**src/rtl/delay_mux_filter.sv**
```systemverilog
// Debounces the asynchronous delay-mux output: 2-flop sync, stability FSM, edge strobes, counter, event port.
// Optional macro DELAY_MUX_GLITCH_CNT_EN adds a saturating count of rejected pulses (glitch_cnt).
module delay_mux_filter #(
  parameter int STABLE_CYCLES = 4,
  parameter int CNT_W         = 8
) (
  input  logic             clk,
  input  logic             rst_n,
  input  logic             y_in,
  output logic             y_filt,
  output logic             rise,
  output logic             fall,
  output logic [CNT_W-1:0] edge_cnt,
  output logic             evt_valid,
  output logic             evt_rise,
  input  logic             evt_ready,
  output logic             evt_ovf
`ifdef DELAY_MUX_GLITCH_CNT_EN
  ,
  output logic [CNT_W-1:0] glitch_cnt
`endif
);

  localparam int SW = $clog2(STABLE_CYCLES + 1);
  localparam logic [SW-1:0] SC_LAST = SW'(STABLE_CYCLES - 1);

  typedef enum logic [1:0] {ST_LO, CHK_HI, ST_HI, CHK_LO} state_t;

  logic          s1, s2;
  state_t        state, state_nxt;
  logic [SW-1:0] scnt, scnt_nxt;
  logic          rise_nxt, fall_nxt;
  logic          hs, strobe;

  always_ff @(posedge clk or negedge rst_n) begin
    if (!rst_n) begin
      s1 <= 1'b0;
      s2 <= 1'b0;
    end else begin
      s1 <= y_in;
      s2 <= s1;
    end
  end

  always_comb begin
    state_nxt = state;
    scnt_nxt  = scnt;
    rise_nxt  = 1'b0;
    fall_nxt  = 1'b0;
    case (state)
      ST_LO: if (s2) begin
        state_nxt = CHK_HI;
        scnt_nxt  = SW'(1);
      end
      CHK_HI: begin
        if (!s2) begin
          state_nxt = ST_LO;
          scnt_nxt  = '0;
        end else if (scnt == SC_LAST) begin
          state_nxt = ST_HI;
          scnt_nxt  = '0;
          rise_nxt  = 1'b1;
        end else begin
          scnt_nxt = scnt + 1'b1;
        end
      end
      ST_HI: if (!s2) begin
        state_nxt = CHK_LO;
        scnt_nxt  = SW'(1);
      end
      CHK_LO: begin
        if (s2) begin
          state_nxt = ST_HI;
          scnt_nxt  = '0;
        end else if (scnt == SC_LAST) begin
          state_nxt = ST_LO;
          scnt_nxt  = '0;
          fall_nxt  = 1'b1;
        end else begin
          scnt_nxt = scnt + 1'b1;
        end
      end
      default: begin
        state_nxt = ST_LO;
        scnt_nxt  = '0;
      end
    endcase
  end

  always_ff @(posedge clk or negedge rst_n) begin
    if (!rst_n) begin
      state  <= ST_LO;
      scnt   <= '0;
      y_filt <= 1'b0;
      rise   <= 1'b0;
      fall   <= 1'b0;
    end else begin
      state <= state_nxt;
      scnt  <= scnt_nxt;
      rise  <= rise_nxt;
      fall  <= fall_nxt;
      if (rise_nxt)      y_filt <= 1'b1;
      else if (fall_nxt) y_filt <= 1'b0;
    end
  end

  // Counter and event port react to the registered strobes, one cycle after y_filt moves.
  assign hs     = evt_valid & evt_ready;
  assign strobe = rise | fall;

  always_ff @(posedge clk or negedge rst_n) begin
    if (!rst_n) begin
      edge_cnt  <= '0;
      evt_valid <= 1'b0;
      evt_rise  <= 1'b0;
      evt_ovf   <= 1'b0;
    end else begin
      if (strobe && edge_cnt != {CNT_W{1'b1}})
        edge_cnt <= edge_cnt + 1'b1;
      if (strobe) begin
        if (!evt_valid || hs) begin
          evt_valid <= 1'b1;
          evt_rise  <= rise;
        end else begin
          evt_ovf <= 1'b1;
        end
      end else if (hs) begin
        evt_valid <= 1'b0;
      end
    end
  end

`ifdef DELAY_MUX_GLITCH_CNT_EN
  logic abort;
  assign abort = (state == CHK_HI && !s2) || (state == CHK_LO && s2);

  always_ff @(posedge clk or negedge rst_n) begin
    if (!rst_n)
      glitch_cnt <= '0;
    else if (abort && glitch_cnt != {CNT_W{1'b1}})
      glitch_cnt <= glitch_cnt + 1'b1;
  end
`endif

endmodule
```
**config.mk**
```make
export PLATFORM = sky130hd
export DESIGN_NAME = delay_mux_filter
export DESIGN_NICKNAME = d
export VERILOG_FILES = /design/src/rtl/delay_mux_filter.sv
export SDC_FILE = /design/constraint.sdc
export NUM_CORES = 1
export LEC_CHECK = 0
export BUFFER_PORTS_ARGS = -buffer_cell sky130_fd_sc_hd__buf_2
export CORE_AREA = 2 2 50 52
export CTS_BUF_LIST = sky130_fd_sc_hd__clkbuf_4
export DETAILED_ROUTE_END_ITERATION = 10
export DIE_AREA = 0 0 52 54
export PLACE_DENSITY = 0.6
export SETUP_SLACK_MARGIN = 0.2
export SYNTH_ARGS = -nofsm -noshare
export SYNTH_HDL_FRONTEND = slang
export SYNTH_SLANG_ARGS = --single-unit
export TNS_END_PERCENT = 10
```
**constraint.sdc**
```tcl
create_clock -name clk -period 2.7 [get_ports clk]
set_input_delay 0.135 -clock clk [delete_from_list [all_inputs] [get_ports clk]]
set_output_delay 0.135 -clock clk [all_outputs]
set_load 0.1 [all_outputs]
```
== Word level (Yosys, flattened, before mapping) ==
Cells that the tools add are included.

* Input bits: 4
* Word-level logic and storage cells: 60
* Output and inout port bits: 14
* Register bits after elaboration: 21

* Equal/unequal tests: 10
* $add $sub $neg: 2
* Reduce and logical (&&, ||, !) cells: 11
* Multiplexer cells: 23
* Bitwise operators: 3

{| class="wikitable"
|+ Operators by type and width
! cell !! number
|-
| $mux 3 || 5
|-
| $mux 2 || 6
|-
| $pmux 3 s4 || 1
|-
| $mux 1 || 10
|-
| $add 8x1->8 const B || 1
|-
| $ne 8x8->1 const B || 1
|-
| $pmux 2 s4 || 1
|-
| $reduce_and 2->1 || 4
|-
| $ne 3x3->1 const B || 2
|-
| $eq 2x2->1 const B || 2
|-
| $ne 2x2->1 const B || 2
|-
| $reduce_and 4->1 || 1
|-
| $reduce_bool 2->1 || 2
|-
| $add 3x1->3 const B || 1
|-
| $eq 3x2->1 const B || 1
|-
| $eq 2x1->1 const B || 1
|-
| $logic_not 2->1 || 1
|-
| $ne 2x1->1 const B || 1
|-
| $and 1x1->1 || 1
|-
| $logic_and 1x1->1 || 1
|-
| $logic_not 1->1 || 1
|-
| $logic_or 1x1->1 || 1
|-
| $not 1->1 || 1
|-
| $or 1x1->1 || 1
|}

== Longest topological paths before layout ==
* Word-level depth: 6
* Gate-level depth with buffers: 4
* Gate-level depth less buffers: 4

== Worst setup path before layout ==
Ideal clock, no wire load.

* Path kind: reg2reg
* Start point: register edge_cnt[0]
* End point: register edge_cnt[1]
* Buffers on the path: 0
* Cell stages (with the launch flop): 5
* Setup slack: 0.563 ns
* Data required time: 2.574 ns
* Arrival time: 2.011 ns
* Library setup time: 0.126 ns
* Clock period less this slack: 2.137 ns
* Cell sequence: dfrtp_1 > ha_1 > nand3_2 > o22ai_2 > mux2_2

* Word-level cells in the longest chain between the ends: 2
* Elaborated cells on any way between the ends: 3
* Those cells by class: add/sub (1); eq/ne (1); reduce/logical (1)

{| class="wikitable"
|+ Ends and longest elaborated chain
! what !! line !! text
|-
| start, declared || 13 || <nowiki>output logic [CNT_W-1:0] edge_cnt,</nowiki>
|-
| start signal, assigned || 119 || <nowiki>edge_cnt <= edge_cnt + 1'b1;</nowiki>
|-
| parallel branches: the longest is 2 deep, another holds $add 8x1->8 || - ||
|}

Several ways; the timed one is not identified.
A chain may end at the register's enable or synchronous reset.

== Worst setup path after layout ==
Ends and elaborated chain as after synthesis.

==> out/qor.txt <==
maximum ir drop on the vdd rail: 0.554 mV
detailed-route DRC error count: 0
CTS tree: done
sequential area share after synthesis: 56.0%
Max H-tree Level: 1
# nets final: 109
initial core utilization: 40.5%
Yosys cell types: 30
R2R Path Start: edge_cnt[0]
die height: 54 µm
Syn Std Cell Area: 938 µm²
DRT Wirelength: 1580 µm
WP data required: 2890 ps
Core ar.: 0.00232 mm²
r2r endpoint: edge_cnt[1]
most frequent cells in the layout: dfrtp_1 (21), buf_2 (17), nand2_1 (12)
footprint of the multi-input gates: 413 µm²
Final Max Slew Viols: 0
Setup Crit Path Kind: reg2reg
Yosys warnings: 0
Critical Path End: edge_cnt[1]
Die X: 52 µm
CP startpoint kind: flip-flop
detailed placer's ending HPWL: 1170 µm
clock-pin slew on the worst setup and hold paths: 110 ps
crit path DAT: 1710 ps
Slowest-stage cell, CP: dfrtp_1
post-synth top area share: 56.0%
Syn Area/Cell: 11.9 µm²
EDFF count, synth: 0
Rows: 18
final-layout fill cell count: 232
dominant synthesized flop cell: dfrtp_1
Area Overhead vs Synth: 18.4%
CTS Buffer Depth: 2
DRT iter0 DRCs: 3
Hold Fails Final Rpt: 0
TritonCTS Buffers: 3
area of the die: 0.00281 mm²
1st-pass router iterations: 4
cell accounting for the most synthesized area: dfrtp_1
worst setup margin: 1180 ps
vias in the first global route: 604
gpl congestion: 0.713
Cells after Synth: 79
global route total overflow: 0
Reg area: 526 µm²
worst setup path startpoint: edge_cnt[0]
cells resized by post-CTS repair: 0
commonest non-fill, non-tap cell in the layout: dfrtp_1
antenna violations before repair: 0
postcts setup bufs: 0
RSZ-0062 raised after global routing: no
async set-reset flop share out of synthesis: 100%
IO Port Bufs: 17
largest net degree at the start of global routing: 22
r2r worst-path depth: 4
fin crit share: 56.3%
Pwr Density: 921 mW/mm²
Pleak: 0.527 nW
Min Clock Period, post-route: 1520 ps
vias per cell: 5.05
cell family with the largest share of critical-path delay: flip-flops
clk_lat worst skew: 300 ps
clk sinks: 21
CP endpoint kind: flip-flop
flops & latches, synth: 21
Min-Delay Path Class: in2reg
WL/cell: 12.0 µm
setup violators final: 0
setup TNS: 0 ps
diode count: 0
maxcap violations: 0
CP bufs+invs: 0
Final Util: 47.9%
CP peak stage delay: 440 ps
Ports: 18
Synth area leaders: dfrtp_1 (56%), mux2_2 (4.8%), nand2_1 (4.8%)
Root Buffer Master: clkbuf_4
gr usage total: 13.0%
Crit path depth: 4
Post-Syn Nets: 85
Slew Limit Headroom: 67.7%
outcome: finished clean
crit-path cells: ha_1, nand3_2, o22ai_2, mux2_2
via count: 667
Crit Path Max Fanout: 7
Setup WS pre-CTS: 1200 ps
clk_skew: 6.44 ps
# hold bufs at CTS: 2
first-pass GRT wire length: 2590 µm
R2R Setup Slk: 1180 ps
fmax: 658 MHz
layout cells sized above 1: 31.4%
ANT nets after route: 0
measured slew at the worst slew-check pin: 488 ps
state kept, by name, indices dropped and copies added, names as in the netlist, named ones only:
register   flops
y_filt         1
edge_cnt       8
fall           1
state          1
evt_rise       1
s2             1
s1             1
scnt           3
evt_valid      1
evt_ovf        1
rise           1
layer usage:
layer  vias up  track usage (%)  routed length [µm]
li1        332                -                   -
met1       315             15.7                 776
met2        15             20.9                 699
met3         5             3.33                  69
met4         0             7.89                  35
met5         -                0                   0
per-stage QoR:
stage                     area [µm²]  power [mW]  hold WS (ps)  cells
final                           1110        1.02           158    132
after global routing            1110        1.09           182    132
after CTS                       1110        1.03           161    132
after detailed placement        1060       0.872           116    126
after global placement          1060       0.867           114    126
after floorplan                  938       0.794          -161     79
cell type report:
| type | count | share of cell area, % |
|---|---|---|
| multi-input combinational | 58 | 37.2 |
| sequential | 21 | 47.3 |
| clock buffer | 4 | 2.70 |
| timing repair buffer | 19 | 9.46 |
| tap | 30 | 3.38 |
cells in the mapped netlist, types with 2 or more instances:
| master | n |
|---|---|
| dfrtp_1 | 21 |
| nand2_1 | 12 |
| o21ai_0 | 6 |
| mux2_2 | 4 |
| nor2_1 | 3 |
| xnor2_1 | 3 |
| a21oi_1 | 2 |
| ha_1 | 2 |
| nand2b_1 | 2 |
| nand3_1 | 2 |
| nor3b_1 | 2 |
| o21a_1 | 2 |
worst min-delay path by stage:
stage / endpoint / startpoint / depth (start not counted) / slack (ps)
6_report: evt_valid / evt_ready / 3 / 160
3_3_place_gp: edge_cnt[1] / rst_n / 1 / 110
3_5_place_dp: edge_cnt[0] / rst_n / 1 / 120
2_1_floorplan: asynchronous set/reset pin / rst_n / 0 / -160
5_1_grt: evt_valid / evt_ready / 3 / 180
4_1_cts: evt_valid / evt_ready / 3 / 160
report_power, final:
part	switching, mW	internal (mW)	total, mW
Sequential	0.0656	0.375	0.441
Clock	0.0913	0.0676	0.159
Combinational	0.327	0.0971	0.424
cells by family after synthesis:
| kind of cell | share of synthesized area [%] |
|---|---|
| AOI/OAI and AO/OA | 13.1 |
| muxes | 4.80 |
| adders and majority gates | 2.67 |
| xor gates and xnor gates | 3.73 |
| DFF | 56.0 |
| and+or+nand+nor | 19.7 |
worst reg2reg max path: cells and delay by family, from the launching register on:
kind | cells | cell delay [ps]
flip-flops | 1 | 440
AO/OA/AOI/OAI | 1 | 230
adder cells (fa/ha/maj) | 1 | 230
AND/OR/NAND/NOR | 1 | 160
multiplexers | 1 | 360
Note: power is estimated with default switching activity, not from simulation.
